File: src/rtl/fft_pkg.sv
// Shared types for the FFT framing controller: sample type, controller
// states and the frame-length helper used to size storage.
package fft_pkg;

    localparam int DATA_W = 16;

    typedef logic signed [DATA_W-1:0] fpt;

    typedef enum logic [1:0] {
        FILL   = 2'd0,
        STREAM = 2'd1,
        WAIT   = 2'd2,
        UNLOAD = 2'd3
    } state_t;

    // Number of samples in one frame for a given log2 length.
    function automatic int frame_len(input int n);
        return 1 << n;
    endfunction

endpackage

File: src/rtl/frame_buf.sv
// Single-frame sample store: one write port, one registered read port.
// Contents are never cleared; the controller tracks which entries are live.
module frame_buf
    import fft_pkg::*;
#(
    parameter int N = 3
) (
    input  logic         clk,
    input  logic         wr_en,
    input  logic [N-1:0] wr_addr,
    input  fpt           wr_data,
    input  logic [N-1:0] rd_addr,
    output fpt           rd_data
);

    localparam int DEPTH = frame_len(N);

    fpt mem [DEPTH];

    // Write port: store an accepted sample at its frame position.
    always_ff @(posedge clk) begin
        if (wr_en) begin
            mem[wr_addr] <= wr_data;
        end
    end

    // Read port: one-cycle registered read, free-running every cycle.
    always_ff @(posedge clk) begin
        rd_data <= mem[rd_addr];
    end

endmodule

File: src/rtl/fft_frame_ctrl.sv
// Frame controller in front of a streaming FFT: collects 2^N samples,
// replays them gap-free with a start pulse, waits for the FFT result
// (with a timeout) and qualifies the 2^N output cycles.
`ifndef N_
`define N_ 3
`endif

module fft_frame_ctrl
    import fft_pkg::*;
#(
    parameter int N       = `N_,
    parameter int LAT_MAX = 15 * (1 << N)
) (
    input  logic        clk,
    input  logic        reset,
    input  logic        in_valid,
    output logic        in_ready,
    input  fpt          in_data,
    output logic        fft_start_ip,
    output fpt          fft_ip,
    input  logic        fft_op_ready,
    output logic        out_valid,
    output logic        out_last,
    output logic [15:0] frame_cnt,
    output logic        timeout_err
);

    localparam int           WAIT_W   = $clog2(LAT_MAX + 1);
    localparam logic [N-1:0] LAST_IDX = N'(frame_len(N) - 1);

    state_t              state;
    state_t              state_next;
    logic [N-1:0]        wr_cnt;
    logic [N-1:0]        rd_cnt;
    logic [WAIT_W-1:0]   wait_cnt;
    logic [N-1:0]        rd_addr;
    fpt                  rd_data;
    logic                wr_en;
    logic                stream_active;
    logic                timed_out;

    assign wr_en = in_valid && in_ready;

    // The WAIT cycle with wait_cnt == LAT_MAX-1 is the LAT_MAX-th one spent waiting.
    assign timed_out = (state == WAIT) && !fft_op_ready &&
                       (wait_cnt == WAIT_W'(LAT_MAX - 1));

    // The read register runs one sample ahead of fft_ip, so buf[0] is already
    // loaded on the last FILL write and buf[k+1] is fetched while buf[k] is shown.
    assign rd_addr = (state == STREAM) ? rd_cnt + N'(1) : '0;

    frame_buf #(.N(N)) u_buf (
        .clk     (clk),
        .wr_en   (wr_en),
        .wr_addr (wr_cnt),
        .wr_data (in_data),
        .rd_addr (rd_addr),
        .rd_data (rd_data)
    );

    // State register.
    always_ff @(posedge clk) begin
        if (reset) begin
            state <= FILL;
        end else begin
            state <= state_next;
        end
    end

    // Next-state decode; fft_op_ready wins over the timeout in the same cycle.
    always_comb begin
        state_next = state;
        case (state)
            FILL:    if (wr_en && wr_cnt == LAST_IDX) state_next = STREAM;
            STREAM:  if (rd_cnt == LAST_IDX)          state_next = WAIT;
            WAIT:    if (fft_op_ready)                state_next = UNLOAD;
                     else if (timed_out)              state_next = FILL;
            UNLOAD:  if (rd_cnt == LAST_IDX)          state_next = FILL;
            default:                                  state_next = FILL;
        endcase
    end

    // Outputs are masked while reset is held so nothing leaks from an aborted frame.
    always_comb begin
        in_ready      = !reset && (state == FILL);
        stream_active = !reset && (state == STREAM);
        fft_start_ip  = stream_active && (rd_cnt == '0);
        fft_ip        = stream_active ? rd_data : '0;
        out_valid     = !reset && (state == UNLOAD);
        out_last      = out_valid && (rd_cnt == LAST_IDX);
    end

    // Frame position counters; rd_cnt indexes both the replay and the unload beats.
    always_ff @(posedge clk) begin
        if (reset) begin
            wr_cnt   <= '0;
            rd_cnt   <= '0;
            wait_cnt <= '0;
        end else begin
            if (wr_en) begin
                wr_cnt <= wr_cnt + N'(1);
            end
            if (state == STREAM || state == UNLOAD) begin
                rd_cnt <= rd_cnt + N'(1);
            end
            if (state == WAIT) begin
                wait_cnt <= wait_cnt + WAIT_W'(1);
            end else begin
                wait_cnt <= '0;
            end
        end
    end

    // Completed-frame count and sticky timeout flag.
    always_ff @(posedge clk) begin
        if (reset) begin
            frame_cnt   <= '0;
            timeout_err <= 1'b0;
        end else begin
            if (out_last) begin
                frame_cnt <= frame_cnt + 16'd1;
            end
            if (timed_out) begin
                timeout_err <= 1'b1;
            end
        end
    end

endmodule

File: config.mk
export PLATFORM = sky130hd
export DESIGN_NAME = fft_frame_ctrl
export DESIGN_NICKNAME = d
export VERILOG_FILES = /design/src/rtl/fft_pkg.sv /design/src/rtl/frame_buf.sv /design/src/rtl/fft_frame_ctrl.sv
export SDC_FILE = /design/constraint.sdc
export NUM_CORES = 1
export LEC_CHECK = 0
export ABC_AREA = 0
export CAP_MARGIN = 30
export CORE_ASPECT_RATIO = 0.6
export CORE_UTILIZATION = 50
export DETAILED_ROUTE_END_ITERATION = 12
export GPL_TIMING_DRIVEN = 0
export PLACE_DENSITY = 0.72
export SETUP_SLACK_MARGIN = 0.15
export SYNTH_ARGS = -nofsm -noshare
export SYNTH_HDL_FRONTEND = slang
export SYNTH_SLANG_ARGS = --single-unit
export TNS_END_PERCENT = 5
File: constraint.sdc
create_clock -name clk -period 4.3 [get_ports clk]
set_input_delay 1.29 -clock clk [delete_from_list [all_inputs] [get_ports clk]]
set_output_delay 1.29 -clock clk [all_outputs]
set_load 0.01 [all_outputs]
Word level (Yosys, flattened, before mapping)
Memories as Yosys holds them, arrays and structs flattened. A register that Yosys moved wholly into a read port is not among the register bits.
Cells that the tools add are included.
W data, S select, Z words.
{ "totals": {"register_bits": 32, "mem_bits_rw": 128, "input_bits": 20, "output_inout_bits": 37, "elab_cells": 48, "mem_count": 1} }
{ "op_classes": {"addsub": 4, "n_eq_ne": 10, "mux": 10, "bitwise": 1, "reduce_logical": 16} }
{ "memory_table": {"columns": ["name", "words", "word_bits", "read_ports", "rd_ports_with_merged_regs", "write_ports", "line_no", "source"], "rows": [
  ["u_buf.mem", 8, 16, 1, 1, 1, "frame_buf.sv:18", "fpt mem [DEPTH];"]
]} }
{ "ops": {"columns": ["op", "n"], "rows": [
  ["$add A16 B1 Y16 const B", 1],
  ["$mux W16", 1],
  ["$mux W2", 5],
  ["$logic_and A1 B1 Y1", 9],
  ["$pmux W2 S4", 1],
  ["$add A7 B1 Y7 const B", 1],
  ["$eq A7 B7 Y1 const B", 1],
  ["$add A3 B1 Y3 const B", 2],
  ["$eq A3 B3 Y1 const B", 2],
  ["$ne A2 B2 Y1 const B", 3],
  ["$eq A2 B2 Y1 const B", 2],
  ["$reduce_and A4 Y1", 1],
  ["$logic_not A3 Y1", 1],
  ["$mux W3", 1],
  ["$ne A3 B3 Y1 const B", 1],
  ["$eq A2 B1 Y1 const B", 1],
  ["$logic_not A1 Y1", 2],
  ["$logic_not A2 Y1", 1],
  ["$mux W1", 2],
  ["$reduce_or A2 Y1", 1],
  ["$logic_or A1 B1 Y1", 1],
  ["$not A1 Y1", 1]
]} }

Logic depth before layout (Yosys ltp)
Gate-level depths: netlist (run 1).
{ "logic_depth": {"ltp_word": 6, "mapped_depth": 10, "ltp_nobuf": 6} }

Modules after synthesis
Synthesis (run 1) repeated with hierarchy kept, for this count alone.
{ "unflattened": {"cells_unflattened": 402, "hier_area_um2": 6869.1} }
{ "by_module_without_submodules": {"columns": ["module", "n_inst", "cells_per_inst", "area_each_um2", "seq_area_each_um2"], "rows": [
  ["frame_buf", 1, 214, 5293.8, 4164.0],
  ["fft_frame_ctrl", 1, 188, 1575.3, 640.6]
]} }

Least setup slack after synthesis (run 1)
Ideal clock, no wire load.
{ "synth_path": {"path_type": "input -> register", "start": "input port reset", "end": "memory u_buf.mem[0][0] in the netlist's numbering, enable pin", "setup_time_ps": 409, "arrival_time_ps": 3232, "required_time_ps": 3891, "slack_ps": 659, "cell_stages": 5, "path_buffers": 1, "cell_sequence": "nor3_1 -> and2_1 -> clkbuf_1 -> nand2b_1 -> nor3_1"} }
{ "synth_between": {"elab_chain_len": 5} }
{ "synth_lines": {"columns": ["item", "line_no", "source"], "rows": [
  ["from (decl)", "fft_frame_ctrl.sv:15", "input logic reset,"],
  ["$logic_not A1 Y1", "fft_frame_ctrl.sv:85", "in_ready = !reset && (state == FILL);"],
  ["$logic_and A1 B1 Y1", "fft_frame_ctrl.sv:85", null],
  ["$logic_and A1 B1 Y1", "fft_frame_ctrl.sv:42", "assign wr_en = in_valid && in_ready;"],
  ["$mux W1", "frame_buf.sv:22", "if (wr_en) begin"],
  ["$mux W1 (not written as such)", "frame_buf.sv:23", "mem[wr_addr] <= wr_data;"],
  ["to (decl)", "frame_buf.sv:18", null]
]} }
Every way passes these cells.

Final worst setup path (run 1)
{ "layout_path": {"start": "register rd_cnt[0]", "end": "output port fft_start_ip"} }
{ "layout_between": {"elab_chain_len": 2} }
{ "layout_lines": {"columns": ["item", "line_no", "source"], "rows": [
  ["from (decl)", "fft_frame_ctrl.sv:34", "logic [N-1:0] rd_cnt;"],
  ["from (signal assigned)", "fft_frame_ctrl.sv:104", "rd_cnt <= rd_cnt + N'(1);"],
  ["$logic_not A3 Y1", "fft_frame_ctrl.sv:87", "fft_start_ip = stream_active && (rd_cnt == '0);"],
  ["$logic_and A1 B1 Y1", "fft_frame_ctrl.sv:87", null],
  ["to (decl)", "fft_frame_ctrl.sv:19", "output logic fft_start_ip,"]
]} }
Every way passes these cells.

==> run_results.csv, run 1 <==
group,metric,value,unit
finish,drive_gt1_share,11.23,%
critical_path,r2r-start,"rd_cnt[0]",
routing,antenna_left,0,
critical_path,critical_path.cell_chain,"clkbuf_1 -> inv_1 -> clkbuf_1 -> ha_1 -> nor4b_1 -> dlygate4sd2_1",
global_route,antenna_found_initial,0,
logic_synthesis,yosys-top-cells-count,"edfxtp_1, nor2_1, dfxtp_1",
timing,skew,13.44,ps
logic_synthesis,synth_area,0.007109,mm²
global_route,grt.total_usage,24.13,%
routing,wl_per_cell,20.21,µm
place,gp_congestion,0.8230,
clock_tree,postCtsHoldBufs,0,
finish,seq_area,0.004805,mm²
floorplanning,start_util,51.71,%
critical_path,slowest_stage,"clkbuf_1",
routing,vias,4808,
logic_synthesis,syn_avg_cell_area,13.07,µm²
floorplanning,die_h,94.37,µm
timing,fmax,246.8,MHz
critical_path,regToRegEndpoint,"u_buf.rd_data[14]",
global_route,grt_start_max_net_pins,17,
logic_synthesis,yosys-top-cells-area,"edfxtp_1, dfxtp_1, nor2_1",
logic_synthesis,synth_cell_type_count,38,
min_path,worstHoldStart,"wait_cnt[0]",
finish,multiInputGateArea,0.002197,mm²
global_route,grt_pass1_wl,25.52,mm
critical_path,cp_max_fo,10,
logic_synthesis,ys_ff_latch,176,
critical_path,required,3010,ps
finish,layout.nets,655,
finish,fill_cells,1027,
timing,layout_setup_ws,248.4,ps
floorplanning,core_area,0.01375,mm²
place,dp.cells,800,
floorplanning,pin_count,57,
critical_path,crit_top_cell,"clkbuf_1",
timing,final-hold-violation-count,0,
routing,first_iter_violations,459,
clock_tree,cts_tree,"built",
logic_synthesis,syn_inst,544,
min_path,hold_end,"wait_cnt[0]",
timing,timing.final.crit_share,94.22,%
logic_synthesis,synth_area_leader_cell,"edfxtp_1",
global_route,overflow,0,
clock_tree,cts_max_level,4,
power,cellLeakagePower,2.925,nW
clock_tree,cts_sinks,176,
clock_tree,path_clk_slew,70,ps
critical_path,slowest_delay,560,ps
place,pre_cts_slack,-485.4,ps
clock_tree,cts_buffers,17,
clock_tree,cts-root-buf,"clkbuf_16",
status,run_status,"finished, final reports clean",
critical_path,worstSetupStartpointType,"register",
routing,viasPerCell,5.772,
logic_synthesis,synth_warnings,0,
timing,slew_violations,0,
job,cap_violations,0,
routing,routed_wl,16.83,mm
place,hpwl,11.14,mm
min_path,hold_path_depth,1,
critical_path,ff2ff_path_depth,10,
critical_path,crit_type,"register to primary output",
global_route,grt_pass1_vias,4723,
critical_path,worstPathArrival,2760,ps
timing,finalCriticalPeriod,4052,ps
logic_synthesis,synth-edff-count,128,
timing,finalSetupViolations,0,
min_path,min_path_type,"register to register",
clock_tree,worstSkewPairLatency,430,ps
clock_tree,cts_buffer_depth,2,
critical_path,cp-end-kind,"primary output",
floorplanning,rows,33,
logic_synthesis,syn_nets,571,
logic_synthesis,yosys_most_used_dff,"edfxtp_1",
logic_synthesis,yosysTopAreaCellShare,54.07,%
finish,syn2layout_area_growth,21.98,%
power,pwr_density_cell,395.7,mW/mm²
logic_synthesis,synth-async-reset-ratio,0,%
floorplanning,die_area,0.01472,mm²
place,port_buffers,56,
timing,rsz0062_at_grt,"false",
finish,diodes,0,
timing,worst_pin_slew,923.2,ps
timing,slew_headroom,38.45,%
routing,dr.pass1.iters,5,
critical_path,r2r_slack,420,ps
finish,stdcell_count,833,
logic_synthesis,yosysMostFrequentCell,"edfxtp_1",
power,max-vdd-ir-drop,0.2709,mV
floorplanning,die_w,155.9,µm
routing,drc,0,
logic_synthesis,synth-seq-area-share,67.58,%
==> cells in the final DEF (no fill, tap or decap), types with 17 or more instances in the layout <==
cell type / count
clkbuf_1: 29
edfxtp_1: 128
o21ai_0: 22
nor2_1: 57
mux2_2: 17
clkbuf_16: 20
nor3_1: 19
clkdlybuf4s50_1: 54
nand2_1: 28
and2_1: 19
mux2i_1: 18
dfxtp_1: 48
==> kinds of logic (layout without fill, tap and decap cells) <==
group	after synthesis	in the layout	share of synthesized area [%]
muxes	35	35	5.227
DFF	176	176	67.58
and+or+nand+nor	175	175	12.09
adders and majority gates	7	7	1.232
xor gates and xnor gates	16	16	1.971
buffers and inverters	38	135	2.094
AOI/OAI and AO/OA	97	97	9.803
==> critical path, delay by kind of cell (launching register included) <==
| family | cells | cell delay [ps] |
|---|---|---|
| flip-flops | 1 | 380 |
| AND/OR/NAND/NOR | 1 | 130 |
| adder cells (fa/ha/maj) | 1 | 300 |
| buffers and inverters | 4 | 1520 |
==> final cells by class <==
class / count / area share (%)
clock buffer: 27 / 6.305
sequential: 176 / 55.40
inverter: 4 / 0.1731
clock inverter: 5 / 0.4617
multi-input combinational: 330 / 25.34
tap: 192 / 2.770
timing repair buffer: 65 / 7.907
buffer: 34 / 1.645
==> flip-flops by register name, indices dropped and copies added, names as in the netlist <==
name and cells:
rd_cnt 3, wr_cnt 3, timeout_err 1, u_buf.rd_data 16, state 2, frame_cnt 16, wait_cnt 7, u_buf.mem 128
==> through the flow <==
| step | total power, mW | hold WS [ps] | utilization (%) | cell area [µm²] | setup TNS (ps) |
|---|---|---|---|---|---|
| after floorplan | 1.915 | 425.8 | - | 7109 | 0 |
| after global placement | 1.958 | 435.7 | 57.53 | 7910 | -22180 |
| after detailed placement | 1.966 | 445.4 | 58.56 | 8051 | -4924 |
| after CTS | 3.445 | 461.1 | 62.98 | 8660 | 0 |
| after global routing | 3.527 | 481.8 | 63.07 | 8672 | 0 |
| final | 3.432 | 457.6 | 63.07 | 8672 | 0 |
==> how the worst max path moves through the flow <==
stage / startpoint / endpoint / slack (ps)
2_1_floorplan: reset / u_buf.mem[0][0] / 660
6_report: rd_cnt[0] / fft_start_ip / 250
4_1_cts: reset / out_last / 50
3_5_place_dp: reset / fft_ip[5] / -490
3_3_place_gp: reset / u_buf.mem[0][10] / -550
5_1_grt: rd_cnt[0] / fft_start_ip / 160
==> where the power goes <==
group | switching (mW) | internal [mW] | leakage, nW | total [mW]
Combinational | 0.0465 | 0.0348 | 1.09 | 0.0813
Clock | 0.620 | 0.880 | 0.288 | 1.50
Sequential | 0.00927 | 1.84 | 1.55 | 1.85
Total | 0.676 | 2.76 | 2.92 | 3.43
==> layer usage <==
layer,wire length [µm],GRT usage [%]
met5,0,0
met2,7763,38.36
met4,303,10.21
met1,7559,32.52
met3,1204,5.140
==> timing repair <==
action / CTS / global route
pin swaps: 1 / 0
buffers inserted: 1 / 0
setup endpoints to repair: 18 / 16
resized for setup: 7 / 4
Power figures use the tool's default switching activity.
==> run 2: changes to the inputs <==
--- a/config.mk
+++ b/config.mk
@@ -7,11 +7,10 @@
 export LEC_CHECK = 0
 export ABC_AREA = 0
 export CAP_MARGIN = 30
-export CORE_ASPECT_RATIO = 0.6
-export CORE_UTILIZATION = 50
+export CORE_UTILIZATION = 35
 export DETAILED_ROUTE_END_ITERATION = 12
 export GPL_TIMING_DRIVEN = 0
-export PLACE_DENSITY = 0.72
+export PLACE_DENSITY = 0.55
 export SETUP_SLACK_MARGIN = 0.15
 export SYNTH_ARGS = -nofsm -noshare
 export SYNTH_HDL_FRONTEND = slang
==> run 2 against run 1 <==
- flip-flop and latch count did not move
- worst hold slack better by 5.5 ps
- clock power barely moved
- critical path depth is 1 higher
- largest power group unchanged
==> run_results.csv, run 2 (synthesized netlist as in run 1, its figures left out) <==
group,metric,value,unit
finish,diodes,0,
critical_path,critical_path.cell_chain,"buf_2 -> nand2b_1 -> clkbuf_1 -> nor2_4 -> clkbuf_4 -> and2_1 -> clkdlybuf4s50_1",
clock_tree,worstSkewPairLatency,430,ps
job,cap_violations,0,
timing,slew_headroom,37.26,%
min_path,min_path_type,"register to register",
floorplanning,core_area,0.01972,mm²
place,gp_congestion,0.7582,
routing,antenna_left,0,
power,clkPwrFrac,43.9,%
place,port_buffers,56,
place,dpl-instance-area,0.008164,mm²
finish,drive_gt1_share,11.54,%
routing,wl_per_cell,19.51,µm
routing,dr.pass1.iters,5,
timing,setup-tns-final,0,ps
power,cellLeakagePower,2.924,nW
finish,largest_reg_flops,128,
floorplanning,die_area,0.02089,mm²
power,switching_share,20.08,%
timing,fmax,250.4,MHz
clock_tree,postCtsHoldBufs,0,
timing,slew_violations,0,
power,pwr_density_cell,392.0,mW/mm²
floorplanning,die_h,144.5,µm
power,p_sw,0.6918,mW
place,pre_cts_slack,-717.8,ps
global_route,grt_pass1_vias,4814,
global_route,antenna_found_initial,0,
routing,routed_wl,17.68,mm
finish,layout.nets,655,
routing,drc,0,
power,pwr-share-seq,53.7,%
finish,mostFrequentLayoutCells,"edfxtp_1, nor2_1, clkdlybuf4s50_1",
timing,layout_setup_ws,306.1,ps
clock_tree,cts_max_level,4,
timing,finalSetupViolations,0,
clock_tree,path_clk_slew,70,ps
finish,fill_cells,1776,
critical_path,required,3010,ps
critical_path,worstSetupStartpointType,"register",
power,p_int,2.753,mW
global_route,grt_start_max_net_pins,17,
routing,vias,4753,
critical_path,slowest_stage,"clkbuf_1",
timing,rsz0062_at_grt,"false",
status,run_status,"finished, final reports clean",
timing,skew,8.155,ps
timing,hold_slack,463.1,ps
timing,timing.final.crit_share,92.88,%
global_route,overflow,0,
timing,final-hold-violation-count,0,
timing,finalCriticalPeriod,3994,ps
floorplanning,start_util,36.06,%
clock_tree,cts-root-buf,"clkbuf_16",
finish,fin_area,0.008788,mm²
routing,viasPerCell,5.246,
place,hpwl,11.72,mm
critical_path,cp-end-kind,"primary output",
timing,worst_pin_slew,935.9,ps
routing,first_iter_violations,416,
finish,syn2layout_area_growth,23.62,%
finish,finish.utilization,44.57,%
clock_tree,cts_buffers,17,
global_route,grt_pass1_wl,27.08,mm
clock_tree,cts_buffer_depth,2,
finish,top_regs,"u_buf.mem x128, frame_cnt x16, u_buf.rd_data x16",
critical_path,worstPathArrival,2700,ps
floorplanning,pin_count,57,
floorplanning,die_w,144.5,µm
clock_tree,cts_tree,"built",
critical_path,slowest_delay,490,ps
power,combPwrFrac,2.3,%
global_route,grt.total_usage,18.13,%
critical_path,cp_max_fo,10,
clock_tree,cts_sinks,176,
finish,regMostFlops,"u_buf.mem",
critical_path,crit_type,"register to primary output",
finish,final_common_cell,"edfxtp_1",
power,max-vdd-ir-drop,0.1858,mV
floorplanning,rows,51,
run 2: through the flow:
stage	total power, mW	std cells
2_1_floorplan	1.915	544
3_3_place_gp	1.959	865
3_5_place_dp	1.967	873
4_1_cts	3.470	906
5_1_grt	3.560	906
6_report	3.445	906
run 2: final cells by class:
type | instances | area [µm²] | share of cell area, %
Timing Repair Buffer | 65 | 706.9 | 8.044
Tap cell | 265 | 331.6 | 3.773
Clock buffer | 21 | 450.4 | 5.125
Sequential cell | 176 | 4805 | 54.67
Multi-Input combinational cell | 330 | 2203 | 25.07
Inverter | 4 | 15.01 | 0.1708
Clock inverter | 11 | 133.9 | 1.523
Buffer | 34 | 142.6 | 1.623
run 2: power by group through the flow:
stage,logic (mW),clock network (mW),registers (mW)
floorplan,0.0302,0,1.88
global placement,0.0731,0,1.89
detailed placement,0.0800,0,1.89
CTS,0.0815,1.54,1.85
global route,0.0881,1.62,1.85
finish,0.0806,1.51,1.85
run 2: path summary, 6_finish.rpt:
| kind | slack (ps) | from | end | depth (start not counted) |
|---|---|---|---|---|
| setup / recovery | 310 | state[1] | fft_ip[14] | 7 |
| hold / removal | 460 | wait_cnt[0] | wait_cnt[0] | 1 |
| setup reg to reg | 570 | rd_cnt[0] | u_buf.rd_data[12] | 10 |
| hold reg to reg | 460 | wait_cnt[0] | wait_cnt[0] | 1 |
run 2: what timing repair did:
action / CTS / global route
setup endpoints to repair: 19 / 18
setup buffers: 1 / 0
resized for setup: 9 / 2
pin swaps: 1 / 0
gates cloned: 0 / 0
run 2: worst max-delay path, delay by kind of cell (launching register included):
kind | cells | cell delay, ps
buffers and inverters | 4 | 1440
DFF | 1 | 420
and+or+nand+nor | 3 | 410
run 2: metal layers:
metal / track usage [%] / wire length, µm / vias to the layer above
met2: 30.04 / 8565 / 138
met3: 3.940 / 884 / 33
li1: - / - / 2216
met4: 6.981 / 395 / 0
met1: 23.06 / 7830 / 2366
met5: 0 / 0 / -
